[config.mk]
export PLATFORM = sky130hd
export DESIGN_NAME = interp_fixed_divider
export DESIGN_NICKNAME = d
export VERILOG_FILES = /design/src/rtl/interp_pkg.sv /design/src/rtl/interp_fixed_divider.sv
export SDC_FILE = /design/constraint.sdc
export NUM_CORES = 1
export LEC_CHECK = 0
export ABC_AREA = 1
export CAP_MARGIN = 30
export CORE_ASPECT_RATIO = 0.9
export CORE_MARGIN = 3
export CORE_UTILIZATION = 40
export DETAILED_ROUTE_END_ITERATION = 10
export GPL_TIMING_DRIVEN = 0
export MAX_ROUTING_LAYER = met4
export PLACE_DENSITY = 0.6
export SYNTH_ARGS = -nofsm -noshare
export SYNTH_HDL_FRONTEND = slang
export SYNTH_SLANG_ARGS = --single-unit
[constraint.sdc]
create_clock -name clk -period 2.7 [get_ports clk]
set_clock_uncertainty 0.05 [all_clocks]
set_input_delay 0.81 -clock clk [delete_from_list [all_inputs] [get_ports clk]]
set_output_delay 0.81 -clock clk [all_outputs]
set_load 0.01 [all_outputs]
[src/rtl/interp_pkg.sv]
// Shared Q-format constants and divider state encoding for the interpolation datapath.
package interp_pkg;

  localparam int Q_WIDTH = 16;
  localparam int Q_FRAC  = 8;

  localparam logic [Q_WIDTH-1:0] Q_MAX = {1'b0, {(Q_WIDTH-1){1'b1}}};
  localparam logic [Q_WIDTH-1:0] Q_MIN = {1'b1, {(Q_WIDTH-1){1'b0}}};

  typedef enum logic [2:0] {
    DIV_IDLE,
    DIV_PREP,
    DIV_ITER,
    DIV_FIX,
    DIV_DONE
  } div_state_t;

endpackage

[src/rtl/interp_fixed_divider.sv]
// Sequential signed fixed-point divider: radix-2 restoring on magnitudes,
// then sign fix-up with saturation to the WIDTH-bit signed range.
module interp_fixed_divider
  import interp_pkg::*;
#(
  parameter int WIDTH = Q_WIDTH,
  parameter int FRAC  = Q_FRAC
) (
  input  logic             clk,
  input  logic             rst,
  input  logic             start,
  input  logic [WIDTH-1:0] dividend,
  input  logic [WIDTH-1:0] divisor,
  output logic [WIDTH-1:0] quotient,
  output logic             done,
  output logic             busy,
  output logic             div_by_zero,
  output logic             overflow
);

  localparam int NW = WIDTH + FRAC;
  localparam int CW = $clog2(NW + 1);

  localparam logic [WIDTH-1:0] SAT_MAX = {1'b0, {(WIDTH-1){1'b1}}};
  localparam logic [WIDTH-1:0] SAT_MIN = {1'b1, {(WIDTH-1){1'b0}}};
  localparam logic [WIDTH-1:0] ONE_W   = {{(WIDTH-1){1'b0}}, 1'b1};
  localparam logic [WIDTH:0]   ONE_X   = {{WIDTH{1'b0}}, 1'b1};
  localparam logic [NW-1:0]    POS_LIM = {{(FRAC+1){1'b0}}, {(WIDTH-1){1'b1}}};
  localparam logic [NW-1:0]    NEG_LIM = {{FRAC{1'b0}}, 1'b1, {(WIDTH-1){1'b0}}};
  localparam logic [CW-1:0]    CNT_INIT = CW'(NW);
  localparam logic [CW-1:0]    CNT_ONE  = {{(CW-1){1'b0}}, 1'b1};

  div_state_t       state;
  logic [CW-1:0]    count;
  logic [WIDTH-1:0] dvd_reg;
  logic [WIDTH-1:0] dvs_reg;
  logic [NW-1:0]    num_sr;
  logic [NW-1:0]    qmag;
  logic [WIDTH:0]   rem;
  logic [WIDTH:0]   mag_b;
  logic             sign;

  logic [WIDTH:0]   ext_a;
  logic [WIDTH:0]   ext_b;
  logic [WIDTH:0]   abs_a;
  logic [WIDTH:0]   abs_b;
  logic [WIDTH+1:0] step_res;
  logic [WIDTH-1:0] fix_q;
  logic             fix_ovf;

  // One restoring step: shift next numerator bit into the remainder and
  // subtract the divisor only if it fits. Returns {new_remainder, quotient_bit}.
  function automatic logic [WIDTH+1:0] restore_step(input logic [WIDTH:0] r,
                                                    input logic           bit_in,
                                                    input logic [WIDTH:0] d);
    logic [WIDTH+1:0] shifted;
    logic [WIDTH+1:0] diff;
    shifted = {r, bit_in};
    diff    = shifted - {1'b0, d};
    if (shifted >= {1'b0, d}) return {diff[WIDTH:0], 1'b1};
    else                      return {shifted[WIDTH:0], 1'b0};
  endfunction

  always_comb begin
    ext_a = {dvd_reg[WIDTH-1], dvd_reg};
    ext_b = {dvs_reg[WIDTH-1], dvs_reg};
    abs_a = ext_a[WIDTH] ? (~ext_a + ONE_X) : ext_a;
    abs_b = ext_b[WIDTH] ? (~ext_b + ONE_X) : ext_b;
  end

  always_comb begin
    step_res = restore_step(rem, num_sr[NW-1], mag_b);
  end

  always_comb begin
    fix_q   = qmag[WIDTH-1:0];
    fix_ovf = 1'b0;
    if (mag_b == '0) begin
      fix_q = dvd_reg[WIDTH-1] ? SAT_MIN : SAT_MAX;
    end else if (!sign) begin
      if (qmag > POS_LIM) begin
        fix_q   = SAT_MAX;
        fix_ovf = 1'b1;
      end
    end else if (qmag > NEG_LIM) begin
      fix_q   = SAT_MIN;
      fix_ovf = 1'b1;
    end else begin
      fix_q = ~qmag[WIDTH-1:0] + ONE_W;
    end
  end

  always_ff @(posedge clk or negedge rst) begin
    if (!rst) begin
      state       <= DIV_IDLE;
      count       <= '0;
      dvd_reg     <= '0;
      dvs_reg     <= '0;
      num_sr      <= '0;
      qmag        <= '0;
      rem         <= '0;
      mag_b       <= '0;
      sign        <= 1'b0;
      quotient    <= '0;
      div_by_zero <= 1'b0;
      overflow    <= 1'b0;
    end else begin
      case (state)
        DIV_IDLE: begin
          if (start) begin
            dvd_reg     <= dividend;
            dvs_reg     <= divisor;
            div_by_zero <= 1'b0;
            overflow    <= 1'b0;
            state       <= DIV_PREP;
          end
        end
        DIV_PREP: begin
          // abs_a <= 2^(WIDTH-1), so its low WIDTH bits hold it exactly.
          num_sr <= {abs_a[WIDTH-1:0], {FRAC{1'b0}}};
          mag_b  <= abs_b;
          sign   <= dvd_reg[WIDTH-1] ^ dvs_reg[WIDTH-1];
          rem    <= '0;
          qmag   <= '0;
          count  <= CNT_INIT;
          state  <= (dvs_reg == '0) ? DIV_FIX : DIV_ITER;
        end
        DIV_ITER: begin
          rem    <= step_res[WIDTH+1:1];
          qmag   <= {qmag[NW-2:0], step_res[0]};
          num_sr <= {num_sr[NW-2:0], 1'b0};
          count  <= count - CNT_ONE;
          if (count == CNT_ONE) state <= DIV_FIX;
        end
        DIV_FIX: begin
          quotient    <= fix_q;
          overflow    <= fix_ovf;
          div_by_zero <= (mag_b == '0);
          state       <= DIV_DONE;
        end
        DIV_DONE: begin
          state <= DIV_IDLE;
        end
        default: begin
          state <= DIV_IDLE;
        end
      endcase
    end
  end

  assign done = (state == DIV_DONE);
  assign busy = (state != DIV_IDLE);

endmodule

Yosys cells after proc, flatten, opt, wreduce, memory -nomap -nowiden
Index checks and enable logic that the tools add are counted.

word-level totals
  register bits after elaboration = 141
  latch bits = 0
  bits in writable memories = 0
  bits in read-only memories = 0
  bits of input ports = 35
  output and inout bits = 20
  word-level logic and storage cells = 63
  memories kept = 0

cells by class
  add/subtract/negate cells = 5
  multiply operators = 0
  div/mod/pow operators = 0
  magnitude comparators = 3
  equal/unequal tests = 7
  shift operators = 0
  multiplexer cells = 23
  bitwise logic cells = 4
  reductions and logical operators = 9

operators by type and width
  kind                                                   number
  two-way mux 16 bit                                     6
  case mux 24 bit (2 select lines)                       2
  case mux 17 bit (2 select lines)                       1
  adder 16 x 1 -> 16 bit (second input constant)         2
  inverter 16 bit                                        2
  > comparator 24 x 15 -> 1 bit (second input constant)  1
  > comparator 24 x 16 -> 1 bit (second input constant)  1
  greater-or-equal comparator 18 x 17 -> 1 bit           1
  two-way mux 18 bit                                     1
  adder 17 x 1 -> 17 bit (second input constant)         1
  zero test 17 bit                                       1
  two-way mux 17 bit                                     1
  inverter 17 bit                                        1
  subtractor 17 bit                                      1
  zero test 16 bit                                       1
  case mux 3 bit (4 select lines)                        1
  case mux 5 bit (2 select lines)                        1
  equality test 3 x 2 -> 1 bit (second input constant)   2
  two-way mux 1 bit                                      6
  two-way mux 3 bit                                      2
  AND reduction 2 bit                                    3
  equality test 5 x 1 -> 1 bit (second input constant)   1
  subtractor 5 x 1 -> 5 bit (second input constant)      1
  inequality test 2 bit (second input constant)          2
  other kinds (7)                                        9

Logic depth before layout (Yosys ltp)
  depth after elaboration = 5
  mapped depth = 14
  mapped depth without buffers = 14

Least setup slack after synthesis
No wires, ideal clock.

  path kind = register to register
  start point = register num_sr[23]
  end point = register rem[6]
  library setup time = 117 ps
  arrival = 1,692 ps
  required time = 2,533 ps
  slack = 841 ps
  stages on the path, launching flop included = 13
  path buffers = 1
  clock period less this slack = 1,859 ps
  cells stage by stage = dfrtp_1 -> inv_1 -> ha_1 -> fa_1 -> inv_1 -> nand3_1 -> nand3_2 -> nand2_4 -> nand2_8 -> buf_6 -> nand2_1 -> nand3_1 -> nand2_1

on the way
  cells in the longest elaborated chain, start to end = 3
  elaborated cells on any way between the ends = 4
  classes of those cells = 1 x add/sub; 1 x order compare; 2 x mux

RTL lines
  element                                                                                   line                                                    source
  start, declared                                                                           interp_fixed_divider.sv:37                              logic [NW-1:0] num_sr;
  start signal, assigned                                                                    interp_fixed_divider.sv:120                             num_sr <= {abs_a[WIDTH-1:0], {FRAC{1'b0}}};
  start signal, assigned                                                                    interp_fixed_divider.sv:131                             num_sr <= {num_sr[NW-2:0], 1'b0};
  subtractor 17 bit / greater-or-equal comparator 18 x 17 -> 1 bit (equally long branches)  interp_fixed_divider.sv:59, interp_fixed_divider.sv:60
  two-way mux 18 bit (*)                                                                    interp_fixed_divider.sv:60                              if (shifted >= {1'b0, d}) return {diff[WIDTH:0], 1'b1};
  case mux 17 bit (2 select lines) (*)                                                      interp_fixed_divider.sv:108                             case (state)
  end signal, assigned                                                                      interp_fixed_divider.sv:129                             rem <= step_res[WIDTH+1:1];
  end, declared                                                                             interp_fixed_divider.sv:39                              logic [WIDTH:0] rem;

Every way passes the cells marked *; elsewhere a longest branch is shown, timed or not.
A chain may end at the register's enable or synchronous reset.

Final worst setup path
  start point = register state[1]
  end point = output port busy

on the way
  cells in the longest elaborated chain, start to end = 1

RTL lines
  element                 line                         source
  start, declared         interp_fixed_divider.sv:33   div_state_t state;
  start signal, assigned  interp_fixed_divider.sv:126  state <= (dvs_reg == '0) ? DIV_FIX : DIV_ITER;
  nonzero test 3 bit      interp_fixed_divider.sv:152  assign busy = (state != DIV_IDLE);
  end, declared           interp_fixed_divider.sv:16   output logic busy,

No other way between the ends.

==> results_dict.tcl <==
set metrics [dict create \
    run_status "complete, no violations" \
    finalHoldViolations 0 \
    power.sequential.fraction 0.260 \
    drt_iter0_drc 438 \
    comb_power_share 0.551 \
    area_delta_synth_final_pct 18.7 \
    post-route-min-period_ns 2.57 \
    report.final.slew_viol_count 0 \
    slowest_delay_ns 0.50 \
    crit_required_ns 1.84 \
    number_of_synthesized_register_bits 133 \
    num_io_pins 55 \
    p_int_mw 6.78 \
    registers.top_by_ff_count "qmag" \
    grt_antenna_before_repair 0 \
    instances_no_fill 1429 \
    yosys_warnings 0 \
    core.rowCount 48 \
    largestRegisters "qmag (24), mag_b (17), rem (17)" \
    gr-total-overflow 0 \
    floorplan.die.width_um 155 \
    cts.clk_slew.worst_paths_ns 0.06 \
    fp.dieH_um 140 \
    timing.critical_path.arrival_ns 1.71 \
    rsz0062_at_grt "false" \
    post_drt_via_cell_ratio 4.91 \
    synth_sequential_area_ratio 0.418 \
    clock_tree.htree_level_count 4 \
    placed_cells 1398 \
    clock_tree.buffer_depth 2 \
    vdd_drop_max_uv 620 \
    clock_latency_ns 0.43 \
    gp_routability_congestion 0.914 \
    final_nets 1225 \
    timing.final.crit_share 0.951 \
    layout.cells.most_common "nand2_1" \
    finalSetupViolCount 0 \
    dieArea_um2 21600 \
    fmaxAchievable_mhz 390 \
    stdcell_area_um2 9450 \
    setup.worst_path.class "flip-flop to output port" \
    power.switching_fraction 0.465 \
    core_region_area_um2 19300 \
    finalSetupTns_ns 0 \
    ant_diodes 0 \
    clkPwrFrac 0.189 \
    timing.critical_path.slowest_stage_cell "clkdlybuf4s50_1" \
    timing.hold.worst.class "input port to asynchronous set/reset pin" \
    power.static_leakage_nw 4.91 \
    largest_reg_flops 24 \
    initial_core_util 0.412 \
    timing.critical_path.max_delay_family "buffers and inverters" \
    post_cts_repair_setup_buffers 0 \
    dp_hpwl_mm 15.3 \
    post_synth_num_cell_types 38 \
    synthCells 1093 \
    nature_of_the_critical_path_startpoint "flip-flop" \
    total_power_mw 12.7 \
    post_drt_wl_per_cell_um 14.1 \
    grt_max_degree 89 \
    tritoncts_clock_tree "built" \
    detail-route-antenna-nets 0 \
    max-slew-margin-rel 0.633 \
    final.hold.worst_slack_ns 0.262 \
    first_pass_grt_wire_length_mm 34.5 \
    worstPathCellList "nor2_2, nand2_1, clkdlybuf4s50_1" \
    synth.cell_area_um2 7960 \
    max_slew.worst_pin.slew_ns 0.551 \
    root_buffer "clkbuf_16" \
    first_pass_iters 6 \
    syn_area_per_cell_um2 7.28 \
    timing.critical_path.fanout_max 4 \
    synthesized_net_count 1151 \
    cts_num_sinks 133 \
    i_o_buffers 54 \
    layout_common_cells "nand2_1, inv_1, dfrtp_1" \
    endpoint_kind "output port" \
    power.switching_mw 5.90 \
    path_buf_inv 1 \
    drt_drc_violations_left 0 \
    grtUsageTotal 0.202 \
    post_dp_cell_area_um2 8840 \
    pwr_density_cell_nw_per_um2 1340 \
    via_count 7023 \
    detail_route.wirelength_mm 20.2 \
    cap_viol_max_count 0 \
    final_layout_size_suffix_gt1_frac 0.0738 \
    vias_in_the_first_global_route 6741 \
    timing.reg2reg.setup_slack_ns 0.48 \
    cts_made_buffers 17 \
]
-- path summary, 6_finish.rpt --
kind | startpoint | to | cells after the start
setup / recovery | state[1] | busy | 3
hold / removal | rst | quotient[13] | 1
setup reg to reg | num_sr[23] | rem[10] | 12
hold reg to reg | num_sr[23] | num_sr[23] | 2
max in group asynchronous | rst | mag_b[15] | 2
min in group clk | num_sr[23] | num_sr[23] | 2
-- kinds of logic (layout without fill, tap and decap cells) --
family | count (synthesis) | count (layout) | synth area share
muxes | 7 | 7 | 0.00990
adders and majority gates | 23 | 23 | 0.0371
buffers and inverters | 200 | 286 | 0.0993
DFF | 133 | 133 | 0.418
and+or+nand+nor | 549 | 549 | 0.298
xor gates and xnor gates | 28 | 28 | 0.0308
AOI/OAI and AO/OA | 153 | 153 | 0.107
-- through the flow --
stage               setup WS [ns]  utilization
finish                      0.133        0.488
global route               0.0775        0.488
CTS                       0.00317        0.488
detailed placement          0.207        0.457
global placement            -4.80        0.456
floorplan                   0.841            -
-- synthesized netlist by cell type (all sizes together) --
| master | n | share of area |
|---|---|---|
| a21oi | 46 | 0.029 |
| and2 | 3 | 0.0024 |
| buf | 21 | 0.015 |
| clkbuf | 14 | 0.0066 |
| clkinv | 1 | 0.00047 |
| dfrtp | 133 | 0.42 |
| fa | 1 | 0.0025 |
| ha | 22 | 0.035 |
| inv | 164 | 0.077 |
| mux2 | 7 | 0.0099 |
| nand2 | 327 | 0.16 |
| nand3 | 87 | 0.057 |
| nand3b | 10 | 0.0094 |
| nand4 | 13 | 0.010 |
| nor2 | 95 | 0.049 |
| nor3 | 12 | 0.0090 |
| nor4 | 1 | 0.00079 |
| o211ai | 7 | 0.0066 |
| o21ai | 60 | 0.038 |
| o21bai | 5 | 0.0047 |
| o221ai | 2 | 0.0022 |
| o22ai | 31 | 0.024 |
| o311ai | 2 | 0.0022 |
| or2 | 1 | 0.00079 |
| xnor2 | 4 | 0.0044 |
| xor2 | 24 | 0.026 |
-- area by class of cell --
type / count / area [um2]
clock buffer: 17 / 425
inverter: 165 / 619
fill: 1961 / 9890
sequential: 133 / 3330
multi-input combinational: 760 / 3840
buffer: 35 / 171
tap: 250 / 313
timing repair buffer: 55 / 572
clock inverter: 14 / 174
-- power groups by stage --
stage	combinational, mW	sequential (mW)	clock, mW
floorplan	5.15	3.23	0
global placement	6.88	3.31	0
detailed placement	6.94	3.32	0
CTS	6.99	3.29	2.44
global route	8.01	3.40	2.53
finish	6.99	3.29	2.40
-- routing by layer --
layer,wire [um],up-vias,global-route usage,share of wire
met5,0,-,-,0
met4,234,0,0.0451,0.012
met3,632,19,0.0342,0.031
met2,8710,124,0.296,0.43
met1,10600,3240,0.294,0.53
li1,-,3640,-,-
-- repair_timing --
action / in CTS / in global routing
hold buffers: 0 / 0
resized for setup: 0 / 2
setup endpoints to repair: 0 / 2
No activity file was read; power rests on OpenSTA's default activity.
